File: config.mk
export PLATFORM = sky130hd
export DESIGN_NAME = sha1_block_sequencer_flat
export DESIGN_NICKNAME = d
export VERILOG_FILES = /design/src/rtl/sha1_pkg.sv /design/src/rtl/sha1_block_sequencer_if.sv /design/src/rtl/sha1_block_sequencer.sv /design/src/flat_wrapper.sv
export SDC_FILE = /design/constraint.sdc
export NUM_CORES = 2
export LEC_CHECK = 0
export ABC_AREA = 0
export BUFFER_PORTS_ARGS = -buffer_cell sky130_fd_sc_hd__buf_2
export CAP_MARGIN = 10
export CORE_AREA = 10 10 581 583
export DETAILED_ROUTE_END_ITERATION = 8
export DIE_AREA = 0 0 591 593
export PLACE_DENSITY_LB_ADDON = 0.12
export SYNTH_ARGS = -nofsm -noshare
export SYNTH_HDL_FRONTEND = slang
export SYNTH_SLANG_ARGS = --single-unit
export TNS_END_PERCENT = 30
File: constraint.sdc
create_clock -name clk -period 30.2 [get_ports clk]
set_clock_uncertainty 0.2 [all_clocks]
set_input_delay 4.53 -clock clk [delete_from_list [all_inputs] [get_ports clk]]
set_output_delay 4.53 -clock clk [all_outputs]
set_load 0.01 [all_outputs]
File: src/rtl/sha1_pkg.sv
// sha1_pkg: SHA-1 types and constants shared by the block sequencer, its interface and the core.
package sha1_pkg;
    localparam int BLOCK_W  = 512;
    localparam int DIGEST_W = 160;
    typedef logic [4:0][31:0] hash_t;
    typedef enum logic [2:0] {S_IDLE, S_LOAD, S_START, S_WAIT, S_OUT} state_t;
    localparam hash_t IV = {32'hC3D2E1F0, 32'h10325476, 32'h98BADCFE, 32'hEFCDAB89, 32'h67452301};
    localparam logic [3:0][31:0] K = {32'hCA62C1D6, 32'h8F1BBCDC, 32'h6ED9EBA1, 32'h5A827999};
    // Digest bus carries H0 in the top word; hash_t carries H0 at index 0.
    function automatic hash_t to_hash(logic [DIGEST_W-1:0] d);
        hash_t h;
        for (int i = 0; i < 5; i++) h[i] = d[DIGEST_W-1-32*i -: 32];
        return h;
    endfunction
endpackage

File: src/rtl/sha1_block_sequencer_if.sv
// sha1_block_sequencer_if: block stream, digest stream, status and core-side signals of the sequencer.
interface sha1_block_sequencer_if #(parameter int BLK_CNT_W = 16);
    import sha1_pkg::*;
    logic                 blk_valid, blk_ready, blk_last, abort;
    logic [BLOCK_W-1:0]   blk_data, core_message;
    logic                 dig_valid, dig_ready;
    logic [DIGEST_W-1:0]  dig_data, core_q_data;
    logic [BLK_CNT_W-1:0] blk_count;
    logic                 busy, core_start, core_done, timeout_err;
    hash_t                core_hash_i;
    modport slave (
        input  blk_valid, blk_data, blk_last, abort, dig_ready, core_done, core_q_data,
        output blk_ready, dig_valid, dig_data, blk_count, busy, core_start, core_message, core_hash_i, timeout_err
    );
    modport master (
        output blk_valid, blk_data, blk_last, abort, dig_ready, core_done, core_q_data,
        input  blk_ready, dig_valid, dig_data, blk_count, busy, core_start, core_message, core_hash_i, timeout_err
    );
endinterface

File: src/rtl/sha1_block_sequencer.sv
// sha1_block_sequencer: chains padded 512-bit blocks through a single-block SHA-1 core.
// Optional core watchdog enabled by defining SHA1_SEQ_TIMEOUT_EN.
module sha1_block_sequencer
    import sha1_pkg::*;
#(
    parameter int BLK_CNT_W    = 16,
    parameter int CORE_TIMEOUT = 1023
) (
    input logic clk,
    input logic reset_n,
    sha1_block_sequencer_if.slave bus
);
    state_t               r_state, w_next;
    logic [1:0]           r_rst_sync;
    logic                 w_rst_n, w_hs, w_done, w_tout, r_last;
    logic [BLOCK_W-1:0]   r_msg;
    logic [DIGEST_W-1:0]  r_dig;
    logic [BLK_CNT_W-1:0] r_cnt;
    hash_t                r_chain;

    // Reset asserts asynchronously but releases on a clock edge.
    always_ff @(posedge clk or negedge reset_n)
        if (!reset_n) r_rst_sync <= 2'b00;
        else r_rst_sync <= {r_rst_sync[0], 1'b1};
    assign w_rst_n = r_rst_sync[1];

`ifdef SHA1_SEQ_TIMEOUT_EN
    localparam int TW = $clog2(CORE_TIMEOUT + 1);
    logic [TW-1:0] r_tcnt;
    logic          r_terr;
    assign w_tout = r_state == S_WAIT && !bus.core_done && r_tcnt == TW'(CORE_TIMEOUT - 1);
    always_ff @(posedge clk or negedge w_rst_n)
        if (!w_rst_n) begin
            r_tcnt <= '0;
            r_terr <= 1'b0;
        end else begin
            r_tcnt <= r_state == S_WAIT ? r_tcnt + 1'b1 : '0;
            r_terr <= !bus.abort && (r_terr || w_tout);
        end
    assign bus.timeout_err = r_terr;
`else
    assign w_tout = 1'b0;
    assign bus.timeout_err = 1'b0;
`endif

    assign bus.blk_ready    = w_rst_n && !bus.abort && (r_state == S_IDLE || r_state == S_LOAD);
    assign bus.dig_valid    = r_state == S_OUT && !bus.abort;
    assign bus.busy         = r_state != S_IDLE;
    assign bus.core_start   = r_state == S_START;
    assign bus.core_message = r_msg;
    assign bus.core_hash_i  = r_chain;
    assign bus.dig_data     = r_dig;
    assign bus.blk_count    = r_cnt;
    assign w_hs             = bus.blk_valid && bus.blk_ready;
    assign w_done           = r_state == S_WAIT && bus.core_done && !bus.abort;

    always_comb begin
        w_next = r_state;
        case (r_state)
            S_IDLE, S_LOAD: w_next = w_hs ? S_START : r_state;
            S_START:        w_next = S_WAIT;
            S_WAIT:         w_next = bus.core_done ? (r_last ? S_OUT : S_LOAD) : (w_tout ? S_IDLE : S_WAIT);
            S_OUT:          w_next = bus.dig_ready ? S_IDLE : S_OUT;
            default:        w_next = S_IDLE;
        endcase
        if (bus.abort) w_next = S_IDLE;
    end

    always_ff @(posedge clk or negedge w_rst_n)
        if (!w_rst_n) begin
            r_state <= S_IDLE;
            r_msg   <= '0;
            r_last  <= 1'b0;
            r_chain <= IV;
            r_dig   <= '0;
            r_cnt   <= '0;
        end else begin
            r_state <= w_next;
            if (bus.abort || w_tout) r_chain <= IV;
            else if (w_hs) begin
                r_msg   <= bus.blk_data;
                r_last  <= bus.blk_last;
                r_chain <= r_state == S_IDLE ? IV : r_chain;
                r_cnt   <= r_state == S_IDLE ? BLK_CNT_W'(1) : r_cnt + BLK_CNT_W'(!(&r_cnt));
            end else if (w_done) begin
                r_chain <= to_hash(bus.core_q_data);
                r_dig   <= r_last ? bus.core_q_data : r_dig;
            end
        end
endmodule

File: src/flat_wrapper.sv
// flat-port wrapper written by rule: the top's interface ports become plain ports
module sha1_block_sequencer_flat import sha1_pkg::*;
#(
    parameter int BLK_CNT_W    = 16,
    parameter int CORE_TIMEOUT = 1023
)
  (clk, reset_n, bus_blk_valid, bus_blk_data, bus_blk_last, bus_abort, bus_dig_ready, bus_core_done, bus_core_q_data, bus_blk_ready, bus_dig_valid, bus_dig_data, bus_blk_count, bus_busy, bus_core_start, bus_core_message, bus_core_hash_i, bus_timeout_err);
  sha1_block_sequencer_if #(.BLK_CNT_W(BLK_CNT_W)) bus_i ();
  input logic clk;
  input logic reset_n;
  input wire logic [$bits(bus_i.blk_valid)-1:0] bus_blk_valid;
  input wire logic [$bits(bus_i.blk_data)-1:0] bus_blk_data;
  input wire logic [$bits(bus_i.blk_last)-1:0] bus_blk_last;
  input wire logic [$bits(bus_i.abort)-1:0] bus_abort;
  input wire logic [$bits(bus_i.dig_ready)-1:0] bus_dig_ready;
  input wire logic [$bits(bus_i.core_done)-1:0] bus_core_done;
  input wire logic [$bits(bus_i.core_q_data)-1:0] bus_core_q_data;
  output wire logic [$bits(bus_i.blk_ready)-1:0] bus_blk_ready;
  output wire logic [$bits(bus_i.dig_valid)-1:0] bus_dig_valid;
  output wire logic [$bits(bus_i.dig_data)-1:0] bus_dig_data;
  output wire logic [$bits(bus_i.blk_count)-1:0] bus_blk_count;
  output wire logic [$bits(bus_i.busy)-1:0] bus_busy;
  output wire logic [$bits(bus_i.core_start)-1:0] bus_core_start;
  output wire logic [$bits(bus_i.core_message)-1:0] bus_core_message;
  output wire logic [$bits(bus_i.core_hash_i)-1:0] bus_core_hash_i;
  output wire logic [$bits(bus_i.timeout_err)-1:0] bus_timeout_err;
  assign bus_i.blk_valid = bus_blk_valid;
  assign bus_i.blk_data = bus_blk_data;
  assign bus_i.blk_last = bus_blk_last;
  assign bus_i.abort = bus_abort;
  assign bus_i.dig_ready = bus_dig_ready;
  assign bus_i.core_done = bus_core_done;
  assign bus_i.core_q_data = bus_core_q_data;
  assign bus_blk_ready = bus_i.blk_ready;
  assign bus_dig_valid = bus_i.dig_valid;
  assign bus_dig_data = bus_i.dig_data;
  assign bus_blk_count = bus_i.blk_count;
  assign bus_busy = bus_i.busy;
  assign bus_core_start = bus_i.core_start;
  assign bus_core_message = bus_i.core_message;
  assign bus_core_hash_i = bus_i.core_hash_i;
  assign bus_timeout_err = bus_i.timeout_err;
  sha1_block_sequencer #(.BLK_CNT_W(BLK_CNT_W), .CORE_TIMEOUT(CORE_TIMEOUT)) u_core (.clk(clk), .reset_n(reset_n), .bus(bus_i));
endmodule
==> results.sh <==
export IMPL_portBuffers=1530
export IMPL_slew_violations=0
export IMPL_syn2layout_area_growth_pct=51.0
export IMPL_synth_fp_nets=4008
export IMPL_slowest_delay_ns=0.47
export IMPL_crit_chain="buf_2 > nor4b_4 > buf_2"
export IMPL_slew_headroom=0.306
export IMPL_swShare=0.319
export IMPL_finalHoldViolCount=0
export IMPL_dr_pass1_iters=7
export IMPL_layout_drive_gt1_share=0.393
export IMPL_power_frac_seq=0.394
export IMPL_clockBufferDepth=4
export IMPL_num_rows=210
export IMPL_core_mm2=0.326
export IMPL_syn_inst=3327
export IMPL_cts_setup_buffers=0
export IMPL_hpwl_mm=187
export IMPL_die_h_um=593
export IMPL_crit_path_end_kind="output port"
export IMPL_synth_edff_count=0
export IMPL_drt_total_wl_mm=232
export IMPL_syn_area_mm2=0.0328
export IMPL_critical_path_class="primary input to output port"
export IMPL_die_area_mm2=0.350
export IMPL_postCtsResizedCells=0
export IMPL_worstMarginPinSlew_ns=1.04
export IMPL_nNetsFinal=5516
export IMPL_maxCapViolCount=0
export IMPL_final_setup_tns_ns=0
export IMPL_fmax_mhz=96.4
export IMPL_cts_clk_slew_worst_paths_ns=0.06
export IMPL_clock_root_buffer="clkbuf_16"
export IMPL_critPathArrivalTime_ns=5.64
export IMPL_start_util=0.101
export IMPL_synthArstFlopShare=1.00
export IMPL_gp_congestion=0.804
export IMPL_setup_viol=0
export IMPL_chipWidth_um=591
export IMPL_cts_tree="done"
export IMPL_crit_path_start="bus_abort"
export IMPL_final_min_clock_period_ns=10.37
export IMPL_pwr_share_clk=0.431
export IMPL_globalRouteTotalUtil=0.126
export IMPL_grt_pass1_wl_mm=304
export IMPL_antenna_found_initial=186
export IMPL_seq_area_frac_synth=0.655
export IMPL_ir_worst_vdd_mv=0.0493
export IMPL_grt_overflow_total=0
export IMPL_avgSynthCellArea_um2=9.86
export IMPL_nFillCells=37300
export IMPL_ys_flop_type="dfrtp_1"
export IMPL_p_leak_nw=26.1
export IMPL_finalCritPeriodShare=0.343
export IMPL_power_density_mw_per_mm2=70.6
export IMPL_cts_sinks=854
export IMPL_rsz0062_at_grt="no"
export IMPL_cts_hold_fix_buffers=0
export IMPL_yosysWarnings=0
export IMPL_ys_ff_latch=854
export IMPL_outcome="completed"
export IMPL_grt_pass1_vias=30800
export IMPL_critPathMaxFanout=11
export IMPL_hp_class="flop to flop"
export IMPL_clk_latency_ns=0.83
export IMPL_switching_power_mw=1.12
export IMPL_fin_area_mm2=0.0495
export IMPL_r2r_start="u_core.r_state[1]"
export IMPL_dpl_cell_area_mm2=0.0452
export IMPL_worstPathRequired_ns=25.47
export IMPL_cp_start_kind="primary input"
export IMPL_synth_cell_types=44
export IMPL_htree_levels=3
export IMPL_grt_max_degree=162
export IMPL_crit_top_cell="buf_2"
export IMPL_drtIter0Drc=1356
export IMPL_internal_power_mw=2.38
export IMPL_avgRoutedWirePerCell_um=24.9
export IMPL_p_comb_frac=0.175
export IMPL_viasPerCell=3.17
export IMPL_cts_buffers=125
export IMPL_holdCritStartpoint="u_core.r_rst_sync[0]"
export IMPL_num_vias=29500
export IMPL_drtAntennaViolNets=0
export IMPL_route_detailed_drc=0
export IMPL_cp_slowest_cell="nor4b_4"
export IMPL_num_io_pins=1532
## flip-flops by register name, indices dropped and copies added (netlist names)
register,flops
u_core.bus.core_hash_i,160
u_core.bus.core_message,512
u_core.r_last,1
u_core.bus.dig_data,160
u_core.r_rst_sync,2
u_core.r_state,3
u_core.bus.blk_count,16
## cell families (layout without fill, tap and decap cells)
kind of cell,count (synthesis),count (layout),synth area share
AO/OA/AOI/OAI,30,30,0.00557
multiplexers,161,161,0.0552
AND/OR/NAND/NOR,2077,2077,0.250
flip-flops,854,854,0.655
buffers and inverters,198,1804,0.0326
XOR/XNOR,3,3,0.000801
adder cells (fa/ha/maj),2,2,0.000763
other,2,43,0.000229
## synthesized netlist by cell type, types with 3 or more instances
cell type / n / share of area
a31o_2: 3 / 0.00080
nor2_1: 168 / 0.019
buf_4: 22 / 0.0050
mux2_1: 100 / 0.034
nand4_1: 4 / 0.00076
a21oi_1: 10 / 0.0015
inv_1: 8 / 0.00092
nand2_1: 1709 / 0.20
dfrtp_1: 774 / 0.59
o21ai_0: 11 / 0.0017
clkbuf_1: 41 / 0.0047
or3_1: 5 / 0.00095
dfstp_2: 80 / 0.064
mux2_2: 60 / 0.021
buf_6: 14 / 0.0048
buf_2: 111 / 0.017
nor3_2: 11 / 0.0034
nor3_1: 74 / 0.011
nand3_1: 87 / 0.013
## layer usage
layer	track usage	vias up	routed length, um
li1	-	13500	-
met1	0.143	14200	90400
met2	0.218	1233	113000
met3	0.0595	387	24100
met4	0.0196	148	3820
met5	0	-	936
## power by group through the flow
stage	logic, mW	registers, mW	clock network (mW)
floorplan	0.146	1.48	0
global placement	0.650	1.39	0
detailed placement	0.649	1.40	0
CTS	0.649	1.38	1.59
global route	0.680	1.40	1.63
finish	0.612	1.38	1.51
## worst paths after layout
check                                               end  slack, ns  cells after the start
setup / recovery                          bus_blk_ready      19.83                      3
min in group asynchronous             u_core.r_state[2]       0.43                      1
setup reg to reg           u_core.bus.core_message[269]      25.05                      7
hold / removal                     u_core.r_rst_sync[1]       0.15                      0
max in group asynchronous   u_core.bus.core_message[94]      25.94                      5
hold reg to reg                    u_core.r_rst_sync[1]       0.15                      0
## per-stage QoR
step                      hold slack (ns)  power, mW  cells  utilization  setup WS (ns)
after floorplan                     0.131       1.62   3327            -           4.23
after global placement              0.134       2.05   9054        0.139          19.77
after detailed placement            0.136       2.05   9054        0.139          19.75
after CTS                           0.150       3.62   9279        0.152          19.74
after global routing                0.153       3.71   9288        0.152          19.75
final                               0.148       3.50   9320        0.152          19.83
## placed cells by master, fill, tap and decap left out, types with 23 or more instances in the layout
cell type and count:
nor3_1 74, clkbuf_1 23, nand2_1 1707, diode_2 41, buf_2 1530, mux2_1 100
dfstp_2 80, mux2_2 60, dfrtp_1 773, nand3_1 87, nor2_1 168, buf_4 39
clkbuf_8 37, clkbuf_16 125
## worst max-delay path, delay by kind of cell
family	cells	cell delay [ns]
AND/OR/NAND/NOR	1	0.47
buffers and inverters	2	0.60
## cell type report
class                   instances  area, um2  area share
inverters                       8       30.0    0.000606
clock inverters                40        467     0.00942
flip-flops and latches        854      21500       0.434
diodes                         41        103     0.00207
repair buffers               1571       7990       0.161
well taps                    4346       5440       0.110
clock buffers                 185       3720      0.0752
multi-input cells            2275      10300       0.208
(Power assumes the default switching activity.)
